**config.mk**
```make
export PLATFORM = sky130hd
export DESIGN_NAME = mem_access_unit
export DESIGN_NICKNAME = d
export VERILOG_FILES = /design/src/rtl/mem_access_unit.sv
export SDC_FILE = /design/constraint.sdc
export NUM_CORES = 1
export LEC_CHECK = 0
export CORE_UTILIZATION = 42
export DETAILED_ROUTE_END_ITERATION = 6
export PLACE_DENSITY = 0.75
export SLEW_MARGIN = 10
export SYNTH_ARGS = -nofsm -noshare
export SYNTH_HDL_FRONTEND = slang
export SYNTH_SLANG_ARGS = --single-unit
```
**constraint.sdc**
```tcl
create_clock -name clk -period 1.6 [get_ports clk]
set_input_delay 0.32 -clock clk [delete_from_list [all_inputs] [get_ports clk]]
set_output_delay 0.32 -clock clk [all_outputs]
set_load 0.01 [all_outputs]
```
**src/rtl/mem_access_unit.sv**
```systemverilog
// -----------------------------------------------------------------------------
// mem_access_unit
//
// Purpose:
//   MEM stage of a 64-bit in-order pipeline. Turns the EX/MEM load/store
//   request into a single outstanding memory transaction, stalls the front of
//   the pipeline until the memory completes, extends load data by size/sign,
//   and registers the MEM/WB pipeline outputs.
//
// Build option:
//   MEM_MISALIGN_TRAP_EN - when defined, an access whose byte lane is not
//   aligned to its size issues no memory request. It passes through as a
//   non-memory instruction with RegWrite3=0 and ReadData3=0, and misalign_o
//   pulses for one cycle. When undefined, the low lane bits below the access
//   size are ignored and misalign_o does not exist.
//
// Ports:
//   clk, reset            clock, synchronous active-high reset
//   ALUResult2            EX/MEM effective address / ALU result
//   ReadData2out          EX/MEM store data (rs2)
//   MemRead2, MemWrite2   EX/MEM load / store request (both high = store)
//   MemtoReg2, RegWrite2  EX/MEM writeback controls
//   Rd2                   EX/MEM destination register
//   EX_MEM_funct3         size/sign: 000 b, 001 h, 010 w, 011 d,
//                         100 bu, 101 hu, 110 wu, 111 treated as d
//   mem_req, mem_we       memory request / store select
//   mem_addr              doubleword-aligned address
//   mem_wdata, mem_wstrb  store data on its byte lanes and byte enables
//   mem_rdata, mem_ack    load data and one-cycle completion pulse
//   stall                 combinational pipeline freeze
//   ReadData3, ALUResult3, MemtoReg3, RegWrite3, Rd3   MEM/WB outputs
//   misalign_o            (MEM_MISALIGN_TRAP_EN only) misaligned-access pulse
//   o_dbg_state           FSM state: 0 IDLE, 1 BUSY, 2 DONE
// -----------------------------------------------------------------------------
module mem_access_unit (
   input  logic        clk,
   input  logic        reset,
   input  logic [63:0] ALUResult2,
   input  logic [63:0] ReadData2out,
   input  logic        MemRead2,
   input  logic        MemWrite2,
   input  logic        MemtoReg2,
   input  logic        RegWrite2,
   input  logic [4:0]  Rd2,
   input  logic [2:0]  EX_MEM_funct3,
   output logic        mem_req,
   output logic        mem_we,
   output logic [63:0] mem_addr,
   output logic [63:0] mem_wdata,
   output logic [7:0]  mem_wstrb,
   input  logic [63:0] mem_rdata,
   input  logic        mem_ack,
   output logic        stall,
   output logic [63:0] ReadData3,
   output logic [63:0] ALUResult3,
   output logic        MemtoReg3,
   output logic        RegWrite3,
   output logic [4:0]  Rd3,
`ifdef MEM_MISALIGN_TRAP_EN
   output logic        misalign_o,
`endif
   output logic [1:0]  o_dbg_state
);

   // Memory handshake: mem_req is the valid. Once raised, mem_req, mem_we,
   // mem_addr, mem_wdata and mem_wstrb stay stable until the memory returns a
   // single-cycle mem_ack, which acts as ready and completion at once. Only
   // one transaction is ever outstanding; an ack outside BUSY is ignored.

   typedef enum logic [1:0] {
      S_IDLE = 2'd0,
      S_BUSY = 2'd1,
      S_DONE = 2'd2
   } state_t;

   state_t      r_state;
   state_t      w_next_state;
   logic        w_stall;

   // Request registers
   logic        r_mem_req;
   logic        r_mem_we;
   logic [63:0] r_mem_addr;
   logic [63:0] r_mem_wdata;
   logic [7:0]  r_mem_wstrb;

   // Access attributes kept for the load extension at ack time
   logic [1:0]  r_size;
   logic        r_unsigned;
   logic [2:0]  r_lane;
   logic [63:0] r_load_data;

   // MEM/WB registers
   logic [63:0] r_read_data3;
   logic [63:0] r_alu_result3;
   logic        r_mem_to_reg3;
   logic        r_reg_write3;
   logic [4:0]  r_rd3;

   // Decode of the incoming EX/MEM access
   logic        w_raw_access;
   logic        w_access;
   logic        w_trap;
   logic [1:0]  w_size;        // 0 byte, 1 half, 2 word, 3 double
   logic        w_unsigned;
   logic [2:0]  w_lane_aligned;
   logic [7:0]  w_size_mask;
   logic [63:0] w_byte_mask;
   logic [7:0]  w_wstrb;
   logic [63:0] w_wdata;

   // Load path
   logic [63:0] w_rdata_shifted;
   logic [63:0] w_load_ext;

   // ---------------------------------------------------------------------------
   // Access decode
   // ---------------------------------------------------------------------------
   always_comb begin
      w_size     = 2'd3;
      w_unsigned = 1'b0;
      case (EX_MEM_funct3)
         3'b000: begin w_size = 2'd0; w_unsigned = 1'b0; end
         3'b001: begin w_size = 2'd1; w_unsigned = 1'b0; end
         3'b010: begin w_size = 2'd2; w_unsigned = 1'b0; end
         3'b011: begin w_size = 2'd3; w_unsigned = 1'b0; end
         3'b100: begin w_size = 2'd0; w_unsigned = 1'b1; end
         3'b101: begin w_size = 2'd1; w_unsigned = 1'b1; end
         3'b110: begin w_size = 2'd2; w_unsigned = 1'b1; end
         default: begin w_size = 2'd3; w_unsigned = 1'b0; end // 111 acts as d
      endcase
   end

   // Lane bits below the access size are dropped so every access stays
   // inside one doubleword.
   always_comb begin
      w_lane_aligned = ALUResult2[2:0];
      w_size_mask    = 8'hFF;
      case (w_size)
         2'd0: begin
            w_lane_aligned = ALUResult2[2:0];
            w_size_mask    = 8'h01;
         end
         2'd1: begin
            w_lane_aligned = {ALUResult2[2:1], 1'b0};
            w_size_mask    = 8'h03;
         end
         2'd2: begin
            w_lane_aligned = {ALUResult2[2], 2'b00};
            w_size_mask    = 8'h0F;
         end
         default: begin
            w_lane_aligned = 3'b000;
            w_size_mask    = 8'hFF;
         end
      endcase
   end

   always_comb begin
      w_byte_mask = '0;
      for (int i = 0; i < 8; i++) begin
         w_byte_mask[8*i +: 8] = {8{w_size_mask[i]}};
      end
   end

   // Store data is trimmed to its size before moving to the lane, so bytes
   // outside the strobe are always zero on the bus.
   assign w_wstrb = w_size_mask << w_lane_aligned;
   assign w_wdata = (ReadData2out & w_byte_mask) << {w_lane_aligned, 3'b000};

   assign w_raw_access = MemRead2 | MemWrite2;

`ifdef MEM_MISALIGN_TRAP_EN
   logic w_misalign;
   assign w_misalign = (ALUResult2[2:0] != w_lane_aligned);
   assign w_trap     = w_raw_access & w_misalign;
`else
   assign w_trap     = 1'b0;
`endif

   // A trapped access is handled exactly like a non-memory instruction.
   assign w_access = w_raw_access & ~w_trap;

   // ---------------------------------------------------------------------------
   // Load extension, using the attributes latched when the request issued
   // ---------------------------------------------------------------------------
   assign w_rdata_shifted = mem_rdata >> {r_lane, 3'b000};

   always_comb begin
      w_load_ext = w_rdata_shifted;
      case (r_size)
         2'd0: w_load_ext = r_unsigned ? {56'd0, w_rdata_shifted[7:0]}
                                       : {{56{w_rdata_shifted[7]}}, w_rdata_shifted[7:0]};
         2'd1: w_load_ext = r_unsigned ? {48'd0, w_rdata_shifted[15:0]}
                                       : {{48{w_rdata_shifted[15]}}, w_rdata_shifted[15:0]};
         2'd2: w_load_ext = r_unsigned ? {32'd0, w_rdata_shifted[31:0]}
                                       : {{32{w_rdata_shifted[31]}}, w_rdata_shifted[31:0]};
         default: w_load_ext = w_rdata_shifted;
      endcase
   end

   // ---------------------------------------------------------------------------
   // FSM
   // ---------------------------------------------------------------------------
   always_ff @(posedge clk) begin
      if (reset) begin
         r_state <= S_IDLE;
      end else begin
         r_state <= w_next_state;
      end
   end

   // DONE drops stall for one cycle so the held instruction leaves EX/MEM;
   // going straight back to IDLE with it still present would re-issue it.
   always_comb begin
      w_next_state = r_state;
      w_stall      = 1'b0;
      case (r_state)
         S_IDLE: begin
            if (w_access) begin
               w_next_state = S_BUSY;
               w_stall      = 1'b1;
            end
         end
         S_BUSY: begin
            w_stall = 1'b1;
            if (mem_ack) begin
               w_next_state = S_DONE;
            end
         end
         S_DONE: begin
            w_next_state = S_IDLE;
         end
         default: begin
            w_next_state = S_IDLE;
         end
      endcase
      if (reset) begin
         w_stall = 1'b0;
      end
   end

   // ---------------------------------------------------------------------------
   // Request, load capture and MEM/WB registers
   // ---------------------------------------------------------------------------
   always_ff @(posedge clk) begin
      if (reset) begin
         r_mem_req     <= 1'b0;
         r_mem_we      <= 1'b0;
         r_mem_addr    <= '0;
         r_mem_wdata   <= '0;
         r_mem_wstrb   <= '0;
         r_size        <= '0;
         r_unsigned    <= 1'b0;
         r_lane        <= '0;
         r_load_data   <= '0;
         r_read_data3  <= '0;
         r_alu_result3 <= '0;
         r_mem_to_reg3 <= 1'b0;
         r_reg_write3  <= 1'b0;
         r_rd3         <= '0;
      end else begin
         if ((r_state == S_IDLE) && w_access) begin
            r_mem_req   <= 1'b1;
            r_mem_we    <= MemWrite2;      // store wins when both are set
            r_mem_addr  <= {ALUResult2[63:3], 3'b000};
            r_mem_wdata <= MemWrite2 ? w_wdata : 64'd0;
            r_mem_wstrb <= MemWrite2 ? w_wstrb : 8'd0;
            r_size      <= w_size;
            r_unsigned  <= w_unsigned;
            r_lane      <= w_lane_aligned;
         end

         if ((r_state == S_BUSY) && mem_ack) begin
            r_mem_req   <= 1'b0;
            r_load_data <= r_mem_we ? 64'd0 : w_load_ext;
         end

         // Only the DONE cycle carries load data; stores and non-memory
         // instructions write zero.
         if (!w_stall) begin
            r_read_data3  <= (r_state == S_DONE) ? r_load_data : 64'd0;
            r_alu_result3 <= ALUResult2;
            r_mem_to_reg3 <= MemtoReg2;
            r_reg_write3  <= RegWrite2 & ~w_trap;
            r_rd3         <= Rd2;
         end
      end
   end

`ifdef MEM_MISALIGN_TRAP_EN
   logic r_misalign;

   // Rises together with the MEM/WB update of the trapped instruction.
   always_ff @(posedge clk) begin
      if (reset) begin
         r_misalign <= 1'b0;
      end else begin
         r_misalign <= w_trap && (r_state == S_IDLE);
      end
   end

   assign misalign_o = r_misalign;
`endif

   assign mem_req     = r_mem_req;
   assign mem_we      = r_mem_we;
   assign mem_addr    = r_mem_addr;
   assign mem_wdata   = r_mem_wdata;
   assign mem_wstrb   = r_mem_wstrb;
   assign stall       = w_stall;
   assign ReadData3   = r_read_data3;
   assign ALUResult3  = r_alu_result3;
   assign MemtoReg3   = r_mem_to_reg3;
   assign RegWrite3   = r_reg_write3;
   assign Rd3         = r_rd3;
   assign o_dbg_state = r_state;

endmodule

```
# Yosys cells after proc, flatten, opt, wreduce, memory -nomap -nowiden
# Index checks and enable logic that the tools add are counted.
# Widths: inputs -> output; s select.
dict set report word_totals {
  register_bits 342
  input_bits 207
}
dict set report op_classes {
  n_shift 3
  n_reduce_logical 12
  mux 18
  n_eq_ne 13
  bitwise_logic 2
}
# op n
set ops {}
lappend ops {{$mux 64} 6}
lappend ops {{$pmux 64 s3} 1}
lappend ops {{$and 64x64->64} 1}
lappend ops {{$shl 64x6->64} 1}
lappend ops {{$shr 64x6->64} 1}
lappend ops {{$pmux 8 s3} 1}
lappend ops {{$eq 3x3->1 const B} 3}
lappend ops {{$pmux 3 s3} 1}
lappend ops {{$mux 8} 1}
lappend ops {{$reduce_or 2->1} 4}
lappend ops {{$shl 8x3->8} 1}
lappend ops {{$eq 2x1->1 const B} 3}
lappend ops {{$eq 2x2->1 const B} 3}
lappend ops {{$logic_not 2->1} 3}
lappend ops {{$pmux 2 s3} 1}
lappend ops {{$mux 2} 2}
lappend ops {{$ne 2x2->1 const B} 2}
lappend ops {{$pmux 2 s2} 1}
lappend ops {{$eq 3x1->1 const B} 1}
lappend ops {{$eq 3x2->1 const B} 1}
lappend ops {{$logic_not 3->1} 1}
lappend ops {{$mux 1} 3}
lappend ops {{$reduce_or 3->1} 1}
lappend ops {{$logic_and 1x1->1} 2}
lappend ops {{3 further kinds} 3}

# Longest topological paths before layout
# Gate-level depths: netlist of run 1.
dict set report depth {
  word_depth 8
  ltp_mapped 9
}

# Least setup slack after synthesis of run 1
# No wires, ideal clock.
dict set report synth_timing {
  path_kind {register -> register}
  from {register r_lane[0]}
  to {register r_load_data[27]}
  arrival_ns 1.633
  required_time_ns 1.478
  stages_incl_launch_ff 7
  setup_time_ns 0.122
  setup_slack_ns -0.155
  n_path_buf 2
  cell_sequence {dfxtp_1 buf_6 buf_6 mux4_2 inv_1 o22ai_1 a221o_1}
}
dict set report synth_between {
  elab_chain_cells 4
}
# element line
set synth_lines {}
lappend synth_lines {{start: declaration} 90} ;# logic [2:0] r_lane;
lappend synth_lines {{start signal: assignment} 271} ;# r_lane <= w_lane_aligned;
lappend synth_lines {{$shr 64x6->64 (*)} 187} ;# assign w_rdata_shifted = mem_rdata >> {r_lane, 3'b000};
lappend synth_lines {{$mux 64, on equally long branches} {196, 192, 194}}
lappend synth_lines {{$pmux 64 s3 (*)} 191} ;# case (r_size)
lappend synth_lines {{$mux 64 (*)} 276} ;# r_load_data <= r_mem_we ? 64'd0 : w_load_ext;
lappend synth_lines {{end signal: assignment} 276}
lappend synth_lines {{end: declaration} 91} ;# logic [63:0] r_load_data;
# Every way passes the cells marked *; elsewhere a longest branch is shown, timed or not.
# A chain may end at the register's enable or synchronous reset.

# Final worst setup path of run 1
dict set report layout_timing {
  from {register r_lane[0]}
  to {register r_load_data[23]}
}
# Same word-level chain as after synthesis.

==> impl_metrics.env, run 1 <==
export IMPL_startpoint_type="flip-flop"
export IMPL_wl_per_cell_um=21.1
export IMPL_detail_route_first_pass_iterations=7
export IMPL_drive_above_1_share=0.171
export IMPL_cts_tree="built"
export IMPL_max_slew_margin=0.619
export IMPL_fin_ws_ns=-0.253
export IMPL_p_total_mw=22.9
export IMPL_seq_power_share=0.401
export IMPL_critPathMaxFanout=5
export IMPL_ant_nets=0
export IMPL_grt_antenna_before_repair=5
export IMPL_clkPwrFrac=0.406
export IMPL_fp_dieH_um=189
export IMPL_intPower_mw=16.7
export IMPL_hpwl_um=40900
export IMPL_die_area_um2=35600
export IMPL_vias=15440
export IMPL_synth_edf_count=0
export IMPL_yosysWarnings=0
export IMPL_clockBufferDepth=3
export IMPL_yosysUniqueCellTypes=60
export IMPL_place_congestion=0.953
export IMPL_power_density_nw_per_um2=1010
export IMPL_synth_main_ff_cell="dfxtp_1"
export IMPL_track_usage=0.309
export IMPL_irDropWorstVdd_uv=731
export IMPL_grt_pass1_vias=15071
export IMPL_rr_endpoint="r_load_data[23]"
export IMPL_drc_errors=0
export IMPL_placed_area_um2=21100
export IMPL_ff2ff_path_depth=8
export IMPL_dp_cells=2656
export IMPL_rows=68
export IMPL_hold_class="in2reg"
export IMPL_io_pins=483
export IMPL_vias_per_cell=5.61
export IMPL_h_tree_depth=2
export IMPL_synthToLayoutAreaGrowth_pct=55.5
export IMPL_fin_crit_ns=1.85
export IMPL_globalRouteOverflowTotal=0
export IMPL_synth_area_um2=14600
export IMPL_min_path_cells=4
export IMPL_grt_max_degree=118
export IMPL_worst_setup_path_startpoint="r_lane[0]"
export IMPL_start_util=0.425
export IMPL_numCtsBuffers=38
export IMPL_syn_inst=1674
export IMPL_violations="negative setup slack"
export IMPL_synth_largest_area_cell="dfxtp_1"
export IMPL_slew_violations=0
export IMPL_switching_share=0.269
export IMPL_p_sw_mw=6.15
export IMPL_skew_ns=0.0163
export IMPL_crit_path_end_kind="flip-flop"
export IMPL_drt_iter0_drc=1308
export IMPL_port_buffers=479
export IMPL_coreArea_um2=34500
export IMPL_die_w_um=189
export IMPL_grt_setup_unrepaired="true"
export IMPL_clk_pin_slew_ns=0.06
export IMPL_cts_sinks=342
export IMPL_yosysTopAreaCellShare=0.468
export IMPL_clock_fmax_mhz=540
export IMPL_r2r_start="r_lane[0]"
export IMPL_cp_endpoint="r_load_data[23]"
export IMPL_grt_pass1_wl_um=86500
export IMPL_arrival_ns=2.26
export IMPL_fin_area_um2=22800
export IMPL_ys_top_cells_by_area="dfxtp_1 (47%), nand2_1 (9.2%), a21oi_1 (7.2%), a22o_1 (4.9%), mux4_2 (2.9%)"
export IMPL_routed_wl_um=58000
export IMPL_synth_avg_cell_area_um2=8.75
export IMPL_p_comb_frac=0.193
export IMPL_status="complete, but fails checks"
export IMPL_ys_ff_latch=342
export IMPL_drv_cap=0
export IMPL_root_buffer="clkbuf_16"
export IMPL_setup_viol=64
export IMPL_finalHoldViolations=0
export IMPL_async_reset_ff_frac=0
export IMPL_required_ns=2.01
export IMPL_ys_seq_area_frac=0.468
export IMPL_period_share=1.16
export IMPL_clock_latency_ns=0.53
export IMPL_p_leak_nw=9.94
export IMPL_setup_tns_ns=-11.74
export IMPL_hold_slack_ns=0.222
export IMPL_stdcell_count=2750
export IMPL_worst_pin_slew_ns=0.571
export IMPL_rrSetupSlack_ns=-0.25
export IMPL_layout_nets=2477
export IMPL_path_class="reg2reg"
cell usage in the layout, fill, tap and decap left out, types with 7 or more instances in the layout:
cell / count
a21boi_0: 7
nand2_1: 358
a221o_1: 22
a2bb2oi_1: 23
a32o_1: 8
clkbuf_16: 44
clkdlybuf4s50_1: 203
a21oi_1: 209
buf_6: 27
buf_12: 27
a22o_1: 82
nand2b_1: 14
o22ai_1: 13
o21ai_0: 39
dfxtp_1: 337
mux4_2: 21
mux2_2: 8
a22oi_1: 52
o21ai_1: 16
inv_1: 16
dlygate4sd2_1: 269
mux2i_1: 33
buf_4: 174
nor2b_1: 11
o21a_1: 18
a31oi_1: 31
nor2_1: 92
power groups by stage:
stage	Sequential [mW]	Combinational, mW	Clock (mW)
floorplan	9.46	1.83	0
global placement	9.34	4.23	0
detailed placement	9.36	4.28	0
CTS	9.17	4.18	9.42
global route	9.21	4.71	9.77
finish	9.17	4.43	9.29
repair_timing:
item | CTS | global route
pin swaps | 5 | 7
hold buffers | 0 | 0
setup endpoints to repair | 518 | 188
setup buffers | 11 | 14
gates cloned | 0 | 6
resized for setup | 338 | 68
metrics by stage:
| stage | setup WS, ns | util |
|---|---|---|
| after global placement | -0.710 | 0.613 |
| final | -0.253 | 0.661 |
| after CTS | -0.255 | 0.649 |
| after detailed placement | -0.793 | 0.613 |
| after floorplan | -0.0714 | - |
| after global routing | -0.297 | 0.661 |
critical path, stage by stage (launching register included):
cell and delay (ns):
dfxtp_4 0.37, buf_6 0.14, or2_2 0.31, o22a_1 0.20
o2111ai_2 0.10, buf_4 0.17, a21boi_4 0.06, buf_6 0.13
a221o_1 0.26
routing by layer:
metal	track usage	share of wire	up-vias
met4	0.169	0.058	6
met5	0	0.00052	-
met1	0.368	0.38	7314
li1	-	-	7138
met2	0.505	0.47	800
met3	0.0821	0.092	182
synth_stat cells, types with 13 or more instances:
library cell	instances
a21oi_1	211
a221o_1	22
a22o_1	82
a22oi_1	56
a2bb2oi_1	23
a31oi_1	31
buf_2	33
buf_6	17
clkbuf_1	98
dfxtp_1	342
inv_1	16
mux2i_1	41
mux4_2	19
nand2_1	360
nand2b_1	15
nor2_1	98
nor2b_1	15
o21a_1	19
o21ai_0	58
o22ai_1	13
worst min-delay path by stage:
stage	startpoint	to	slack, ns
finish	reset	r_lane[0]	0.22
global placement	r_load_data[2]	r_load_data[2]	0.44
global route	reset	r_lane[0]	0.23
detailed placement	ALUResult3[45]	ALUResult3[45]	0.44
floorplan	r_load_data[0]	r_load_data[0]	0.43
CTS	reset	r_lane[0]	0.20
state kept, by name (all words and copies together), names as in the netlist:
signal / cells
ALUResult3: 64
MemtoReg3: 1
Rd3: 5
ReadData3: 64
RegWrite3: 1
mem_addr: 61
mem_req: 1
mem_wdata: 64
mem_we: 1
mem_wstrb: 8
o_dbg_state: 2
r_lane: 3
r_load_data: 64
r_size: 2
r_unsigned: 1
kinds of logic (layout without fill, tap and decap cells):
kind of cell / after synthesis / after routing / synth area share
other: 1 / 4 / 0.000256
AOI/OAI and AO/OA: 564 / 564 / 0.258
DFF: 342 / 342 / 0.468
muxes: 73 / 73 / 0.0706
and+or+nand+nor: 520 / 520 / 0.145
buffers and inverters: 174 / 792 / 0.0579
area by class of cell:
| cell class | instances | area [um2] |
|---|---|---|
| antenna | 1 | 2.50 |
| multi-input combinational | 1160 | 7230 |
| tap | 455 | 569 |
| timing repair buffer | 712 | 6740 |
| fill | 2889 | 11700 |
| inverter | 16 | 60.1 |
| clock buffer | 50 | 1080 |
| clock inverter | 14 | 233 |
| sequential | 342 | 6870 |
No activity file was read; power rests on OpenSTA's default activity.
==> run 2, diff against run 1 <==
- CORE_ASPECT_RATIO: not set -> 0.9
==> run 2 against run 1 <==
  * The flow still finishes with violations (negative setup slack)
  * Wire length grew 7.8%
  * Hold slack worse by 0.025 ns
  * Count of clock-buffer cells in the layout fell by 3
  * Critical endpoint is now r_load_data[60]
  * Largest power group is now registers
==> impl_metrics.env, run 2 (synthesized netlist as in run 1, its figures left out) <==
export IMPL_status="complete, but fails checks"
export IMPL_violations="negative setup slack"
export IMPL_slew_violations=0
export IMPL_coreArea_um2=34200
export IMPL_port_buffers=479
export IMPL_drt_iter0_drc=1511
export IMPL_start_util=0.428
export IMPL_min_path_cells=3
export IMPL_path_common_cell="buf_12"
export IMPL_path_buf_inv=4
export IMPL_hold_buffers=0
export IMPL_cts_tree="built"
export IMPL_fin_area_um2=23600
export IMPL_critPathTopFamily="compound AO/OA/AOI/OAI gates"
export IMPL_critPathMaxFanout=8
export IMPL_cts_sinks=342
export IMPL_required_ns=2.05
export IMPL_wl_per_cell_um=22.6
export IMPL_crit_path_end_kind="flip-flop"
export IMPL_placed_area_um2=21000
export IMPL_vias=15903
export IMPL_grt_pass1_wl_um=88900
export IMPL_detail_route_first_pass_iterations=7
export IMPL_layout_nets=2478
export IMPL_worst_pin_slew_ns=0.584
export IMPL_irDropWorstVdd_uv=823
export IMPL_grt_pass1_vias=15175
export IMPL_skew_ns=0.0156
export IMPL_drv_cap=0
export IMPL_track_usage=0.328
export IMPL_rrSetupSlack_ns=-0.26
export IMPL_die_area_um2=35600
export IMPL_synthToLayoutAreaGrowth_pct=61.1
export IMPL_ff2ff_path_depth=9
export IMPL_grt_antenna_before_repair=11
export IMPL_clk_pin_slew_ns=0.07
export IMPL_die_w_um=199
export IMPL_finalHoldViolations=0
export IMPL_dp_cells=2640
export IMPL_arrival_ns=2.31
export IMPL_min_from="reset"
export IMPL_grt_setup_unrepaired="true"
export IMPL_numCtsBuffers=37
export IMPL_hpwl_um=42600
export IMPL_path_class="reg2reg"
export IMPL_drc_errors=0
export IMPL_fin_ws_ns=-0.264
export IMPL_p_leak_nw=10.1
export IMPL_clock_fmax_mhz=536
export IMPL_grt_max_degree=119
export IMPL_globalRouteOverflowTotal=0
export IMPL_vias_per_cell=5.76
export IMPL_routed_wl_um=62600
export IMPL_h_tree_depth=2
export IMPL_clockBufferDepth=3
export IMPL_crit_path_top_delay_cell="dfxtp_4"
export IMPL_hold_class="in2reg"
export IMPL_period_share=1.17
export IMPL_cpPeakStageDelay_ns=0.39
export IMPL_rows=64
export IMPL_hold_end="mem_wstrb[1]"
export IMPL_root_buffer="clkbuf_16"
export IMPL_place_congestion=0.950
export IMPL_max_slew_margin=0.611
export IMPL_power_density_nw_per_um2=985
export IMPL_r2r_start="r_lane[1]"
export IMPL_layout_common_cells="nand2_1 (356), dfxtp_1 (337), dlygate4sd2_1 (267)"
export IMPL_startpoint_type="flip-flop"
export IMPL_crit_chain="buf_12 -> buf_8 -> nand2b_4 -> a21oi_2 -> nor2_2 -> o21a_4 -> buf_12 -> buf_16 -> a31oi_1"
export IMPL_layout_commonest_cell="nand2_1"
export IMPL_cp_depth=9
export IMPL_fin_crit_ns=1.86
export IMPL_io_pins=483
export IMPL_rr_endpoint="r_load_data[60]"
export IMPL_fp_dieH_um=179
export IMPL_clock_latency_ns=0.55
export IMPL_setup_viol=72
export IMPL_ant_nets=0
export IMPL_stdcell_count=2763
export IMPL_drive_above_1_share=0.199
==> run 2: cell types whose count changed in the layout (fill, tap and decap cells not counted), sizes merged, moves of 2 or more <==
cell,before,now
dlymetal6s2s,1,3
clkdlybuf4s50,203,200
diode,1,6
clkdlybuf4s15,2,5
clkinvlp,1,4
bufbuf,0,3
dlygate4sd2,269,267
clkbuf,55,52
==> run 2: timing repair <==
action,CTS,global route
resized for setup,359,145
pin swaps,20,34
gates cloned,10,6
setup buffers,31,15
setup endpoints to repair,575,274
==> run 2: per-stage QoR <==
step	util	setup WS [ns]	total power, mW	setup TNS (ns)	hold slack, ns
2_1_floorplan	-	-0.0714	11.3	-2.80	0.426
4_1_cts	0.666	-0.228	22.9	-10.73	0.148
3_3_place_gp	0.615	-0.853	13.6	-194.16	0.435
5_1_grt	0.689	-0.324	23.9	-17.38	0.198
6_report	0.690	-0.264	23.2	-12.89	0.197
3_5_place_dp	0.615	-0.927	13.7	-202.09	0.441
==> run 2: final cells by class <==
class | count | area (um2)
Antenna cell | 6 | 15.0
Clock buffer | 47 | 1050
Clock inverter | 16 | 220
Fill cell | 2693 | 10600
Inverter | 16 | 60.1
Multi-Input combinational cell | 1160 | 7740
Sequential cell | 342 | 6860
Tap cell | 462 | 578
Timing Repair Buffer | 714 | 7060
==> run 2: metal layers <==
layer	GRT usage	wire, um	vias to the layer above
met5	0	59	-
met1	0.399	23800	7512
li1	-	-	7151
met2	0.531	28600	1018
met4	0.150	3020	10
met3	0.100	7120	212
==> run 2: worst max-delay path by stage <==
stage	start	endpoint	slack, ns
after detailed placement	MemWrite2	mem_wdata[43]	-0.93
after CTS	r_lane[0]	r_load_data[32]	-0.23
after floorplan	r_lane[1]	r_load_data[23]	-0.07
after global placement	MemWrite2	stall	-0.85
final	r_lane[1]	r_load_data[60]	-0.26
after global routing	r_lane[1]	r_load_data[60]	-0.32
==> run 2: worst min-delay path: stages <==
cell,delay [ns]
buf_6,0.08
buf_4,0.22
a21oi_1,0.06
==> run 2: where the power goes <==
group | switching (mW) | internal, mW | total [mW]
Clock | 3.63 | 5.43 | 9.07
Combinational | 2.61 | 2.36 | 4.97
Sequential | 0.251 | 8.93 | 9.18
